===== src/rtl/fb_read_arbiter_pkg.sv =====
// Shared framebuffer read-port constants and the return-path tag layout,
// common to the line fetcher, the framebuffer RAM and the read arbiter.
package fb_read_arbiter_pkg;
   localparam int FB_AW = 14;
   localparam int FB_DW = 20;

   // One bit per requester; travels alongside each read until its data returns.
   typedef struct packed {
      logic a;
      logic b;
   } rd_tag_t;
endpackage


===== src/rtl/fb_read_arbiter_rd_tag_pipe.sv =====
// DEPTH-stage valid/tag shift register with synchronous active-low clear,
// used to tag each RAM read with the port that issued it.
module fb_read_arbiter_rd_tag_pipe
   import fb_read_arbiter_pkg::*;
#(
   parameter int DEPTH = 1,
   parameter int W     = $bits(rd_tag_t)
) (
   input  logic         sys_clk,
   input  logic         rst_n,
   input  logic [W-1:0] din,
   output logic [W-1:0] dout
);
   genvar gi;
   generate
      for (gi = 0; gi < DEPTH; gi++) begin : g_stage
         logic [W-1:0] q_reg;
         if (gi == 0) begin : g_first
            always_ff @(posedge sys_clk) begin
               if (!rst_n) q_reg <= '0;
               else        q_reg <= din;
            end
         end else begin : g_next
            always_ff @(posedge sys_clk) begin
               if (!rst_n) q_reg <= '0;
               else        q_reg <= g_stage[gi-1].q_reg;
            end
         end
      end
   endgenerate

   assign dout = g_stage[DEPTH-1].q_reg;
endmodule


===== src/rtl/fb_read_arbiter.sv =====
// Shares the framebuffer RAM read port between the HUB75 line fetcher (A, high
// priority) and the neopixel/aux reader (B), with aging so B cannot starve.
module fb_read_arbiter
   import fb_read_arbiter_pkg::*;
#(
   parameter int AW       = FB_AW,
   parameter int DW       = FB_DW,
   parameter int RD_LAT   = 1,
   parameter int MAX_WAIT = 16
) (
   input  logic          sys_clk,
   input  logic          rst_n,
   input  logic          a_req,
   input  logic [AW-1:0] a_addr,
   output logic          a_gnt,
   output logic          a_rvalid,
   input  logic          b_req,
   input  logic [AW-1:0] b_addr,
   output logic          b_gnt,
   output logic          b_rvalid,
   output logic [DW-1:0] rdata,
   output logic [AW-1:0] ram_raddr,
   output logic          ram_re,
   input  logic [DW-1:0] ram_rdata,
   output logic          b_forced
);
   localparam int             WCW      = $clog2(MAX_WAIT + 1);
   localparam logic [WCW-1:0] WAIT_MAX = WCW'(MAX_WAIT);

   logic [WCW-1:0] wait_cnt_reg;
   logic [WCW-1:0] wait_cnt_next;
   logic [AW-1:0]  raddr_reg;
   logic           force_b;
   rd_tag_t        tag_in;
   rd_tag_t        tag_out;

   // Grants are suppressed outright while reset is held, whatever the requests.
   always_comb begin
      a_gnt    = 1'b0;
      b_gnt    = 1'b0;
      b_forced = 1'b0;
      force_b  = a_req && b_req && (wait_cnt_reg == WAIT_MAX);
      if (rst_n) begin
         if (force_b) begin
            b_gnt    = 1'b1;
            b_forced = 1'b1;
         end else if (a_req) begin
            a_gnt = 1'b1;
         end else if (b_req) begin
            b_gnt = 1'b1;
         end
      end
   end

   assign ram_re    = a_gnt | b_gnt;
   assign ram_raddr = a_gnt ? a_addr : (b_gnt ? b_addr : raddr_reg);

   always_comb begin
      wait_cnt_next = wait_cnt_reg;
      if (b_gnt || !b_req)
         wait_cnt_next = '0;
      else if (wait_cnt_reg != WAIT_MAX)
         wait_cnt_next = wait_cnt_reg + 1'b1;
   end

   always_ff @(posedge sys_clk) begin
      if (!rst_n) begin
         wait_cnt_reg <= '0;
         raddr_reg    <= '0;
      end else begin
         wait_cnt_reg <= wait_cnt_next;
         if (ram_re) raddr_reg <= ram_raddr;
      end
   end

   assign tag_in = '{a: a_gnt, b: b_gnt};

   fb_read_arbiter_rd_tag_pipe #(
      .DEPTH (RD_LAT),
      .W     ($bits(rd_tag_t))
   ) u_tag_pipe (
      .sys_clk (sys_clk),
      .rst_n   (rst_n),
      .din     (tag_in),
      .dout    (tag_out)
   );

   assign a_rvalid = tag_out.a;
   assign b_rvalid = tag_out.b;
   assign rdata    = ram_rdata;
endmodule


===== config.mk =====
export PLATFORM = sky130hd
export DESIGN_NAME = fb_read_arbiter
export DESIGN_NICKNAME = d
export VERILOG_FILES = /design/src/rtl/fb_read_arbiter_pkg.sv /design/src/rtl/fb_read_arbiter_rd_tag_pipe.sv /design/src/rtl/fb_read_arbiter.sv
export SDC_FILE = /design/constraint.sdc
export NUM_CORES = 1
export LEC_CHECK = 0
export CAP_MARGIN = 0
export CORE_MARGIN = 1.5
export CORE_UTILIZATION = 35
export DETAILED_ROUTE_END_ITERATION = 10
export GPL_TIMING_DRIVEN = 0
export PLACE_DENSITY = 0.9
export SETUP_SLACK_MARGIN = 0.15
export SKIP_LAST_GASP = 1
export SLEW_MARGIN = 30
export SYNTH_ARGS = -nofsm -noshare
export SYNTH_HDL_FRONTEND = slang
export SYNTH_SLANG_ARGS = --single-unit
export TNS_END_PERCENT = 5

===== constraint.sdc =====
create_clock -name sys_clk -period 1.57 [get_ports sys_clk]
set_input_delay 0.157 -clock sys_clk [delete_from_list [all_inputs] [get_ports sys_clk]]
set_output_delay 0.157 -clock sys_clk [all_outputs]
set_load 0.02 [all_outputs]

==> results by group <==
Job
  • Maxcap violations: 0

Clock tree
  • TritonCTS Buffers: 3
  • Clock root cell: clkbuf_8
  • Clock latency on the worst-skew pair: roughly 0.26 ns
  • Clk buf depth: 2
  • # clock sinks: 21
  • CTS tree: done
  • CTS clk-pin slew, worst paths: about 0.080 ns
  • H-tree depth: 1

Layout
  • Post-Layout Cell Count: roughly 300
  • Final Instance Area: between 2000 and 2500 sq um
  • # fillers: around 320
  • Final nets: between 300 and 400
  • Most frequent cells in the layout: 52 x clkdlybuf4s50_1, 36 x nand3_1, 31 x buf_4, 19 x dfxtp_1, 17 x o2111ai_2
  • Fraction of layout cells with a size suffix above 1: a little over a third
  • Layout area overhead: 76.16%
  • Largest register FFs: 14
  • Most common cell after layout, fill and taps aside: clkdlybuf4s50_1
  • # diodes: 0
  • Final core occ: 64.65%

Global routing
  • Grt ovf: 0
  • Pin count of the biggest net entering global routing: 12
  • Vias in the first global route: about 1400
  • All-Layer GR Usage: approximately a fifth
  • Initial antenna violation count: 0
  • First-pass GRT wire length: 6513 um

Timing
  • Final period utilization: 123.1%
  • Peak Freq: 517.4 MHz
  • Max-slew headroom: between 60% and 70%
  • Clk_skew: ~0.0035 ns
  • Tmin final: a little under 2 ns
  • RSZ-0062 raised after global routing: yes
  • Final hold violation count: 0
  • Slew Viols, Final: 0
  • Min setup slack post-route: -0.3627 ns
  • Setup violators final: 18
  • Slew @ Worst Pin: 0.5859 ns

Synthesis
  • Post-synthesis cell count: between 150 and 200
  • Count of different cell masters after synthesis: 22
  • Post-Syn Area per Cell: 7.825 sq um
  • Post-synthesis sequential area ratio: 31.05%
  • Synth Register Bits: 21
  • Cell Area, Synth: ~1400 sq um
  • Syn_nets: approximately 230
  • Yosys warnings: 0

Hold path
  • HP Class: primary input to flip-flop
  • Hold Crit Depth: 3

Power
  • Maximum VDD drop: 408.1 uV
  • P per Cell Area: 631.1 nW/um^2
  • Leak pwr: ~0.0010 uW

Setup path
  • Worst-path maximum fanout: 10
  • R2R cell count: 7
  • Worst setup EP type: primary output
  • Most used cell, CP: buf_4
  • Critical path depth: 8
  • Critical Path RT: ~1.4 ns
  • Setup Crit Path Kind: flip-flop to primary output
  • CP Launch Type: flip-flop
  • CP max-delay cell: dfxtp_2
  • CP delay by family, top: buffers and inverters
  • Largest stage delay on the critical path: around 0.34 ns
  • CP Data Arrival Time: 1.78 ns
  • Buf/Inv on CP: 4
  • Crit path cell chain: inv_2 -> ha_4 -> nand4bb_1 -> buf_4 -> buf_6 -> o2111ai_2 -> nand3_2 -> buf_4

Detailed routing
  • Vias: between 1500 and 2000
  • DRC viols: 0
  • Detailed Routing Iterations Pass 1: 6
  • Initial drt markers: 109
  • Antenna-violating nets left: 0
  • WL final: approximately 4500 um
  • Vias per Instance: 5.626
  • WL/cell: around 15 um

Outcome
  • Failing checks: negative setup slack
  • Outcome: complete, but fails checks

Placed design
  • Placer Congestion: between 0.8 and 0.9
  • DP Area: between 2000 and 2500 sq um
  • HPWL Detailed: approximately 3000 um
  • IO buf count: 70
  • Placed insts: roughly 290

Die
  • Initial Util: 36.70%
  • Die X-Extent: between 60 and 70 um
  • Num ports: 92
  • Core Footprint: around 3700 sq um
  • Die Ht: 65.20 um
  • Num rows: 22
  • Die area: between 4000 and 5000 sq um
==> where the power goes <==
part | total (uW) | switching [uW] | internal (uW)
Combinational | 547 | 277 | 269
Clock | 369 | 188 | 181
Sequential | 589 | 18.8 | 570
==> per-stage QoR <==
step	setup TNS [ns]	setup slack [ns]	hold WS (ns)	total power (uW)
floorplan	0	0.06149	0.3477	883.0
global placement	-14.71	-0.8689	0.4413	1134
detailed placement	-15.53	-0.9121	0.4471	1141
CTS	-5.857	-0.3601	0.2790	1481
global route	-6.936	-0.4199	0.3216	1570
finish	-5.556	-0.3627	0.2983	1505
==> metal layers <==
metal | wire length, um | share of wire, % | vias to the layer above | track usage, %
met4 | 64 | 1.4 | 0 | 5.469
met2 | 2135 | 47 | 117 | 32.02
met3 | 455 | 10 | 10 | 3.938
met5 | 0 | 0 | - | 0
met1 | 1880 | 41 | 771 | 25.50
li1 | - | - | 773 | -
==> tightest hold or removal path, delay by kind of cell <==
kind | cells | cell delay, ns
AND/OR/NAND/NOR | 2 | 0.20
buffers and inverters | 1 | 0.16
==> cell families (layout without fill, tap and decap cells) <==
| family | Yosys count | in the layout | synth area share [%] |
|---|---|---|---|
| buffers and inverters | 44 | 120 | 19.96 |
| AO/OA/AOI/OAI | 35 | 35 | 21.07 |
| flip-flops | 21 | 21 | 31.05 |
| adder cells (fa/ha/maj) | 2 | 2 | 1.848 |
| AND/OR/NAND/NOR | 68 | 68 | 24.12 |
| XOR/XNOR | 3 | 3 | 1.941 |
==> area by class of cell <==
class / count / area [sq um] / area share [%]
buffer: 38 / 281.5 / 11.80
clock buffer: 4 / 45.04 / 1.889
inverter: 6 / 22.52 / 0.9444
multi-input combinational: 108 / 858.3 / 35.99
sequential: 21 / 422.9 / 17.73
tap: 48 / 60.06 / 2.518
timing repair buffer: 72 / 694.4 / 29.12
==> what timing repair did <==
item | CTS | global route
setup endpoints to repair | 29 | 29
resized for setup | 77 | 27
buffers inserted | 0 | 1
pin swaps | 1 | 3
hold buffers | 0 | 0
gates cloned | 0 | 1
==> synth_stat cells <==
cell / number / area, sq um
a211o_1: 1 / 8.760
a21oi_1: 5 / 25.02
a21oi_2: 1 / 8.760
a311o_1: 1 / 10.01
buf_1: 3 / 11.26
buf_2: 6 / 30.03
buf_4: 22 / 165.2
buf_6: 2 / 22.52
clkbuf_1: 5 / 18.77
dfxtp_1: 21 / 420.4
ha_1: 2 / 25.02
inv_1: 6 / 22.52
nand2_1: 15 / 56.30
nand2b_1: 1 / 6.260
nand3_1: 44 / 220.2
nand4bb_1: 1 / 11.26
nor2_1: 6 / 22.52
nor4bb_1: 1 / 10.01
o2111ai_1: 26 / 227.7
o21ai_0: 1 / 5.000
xnor2_1: 1 / 8.760
xor2_1: 2 / 17.52
==> path summary, 6_finish.rpt <==
kind	from	end	slack [ns]
worst max-delay path	wait_cnt_reg[1]	ram_raddr[3]	-0.36
worst min-delay path	rst_n	wait_cnt_reg[3]	0.30
worst max register to register	wait_cnt_reg[1]	raddr_reg[3]	0.09
worst min register to register	wait_cnt_reg[0]	wait_cnt_reg[0]	0.44
Note: power is estimated with default switching activity, not from simulation.
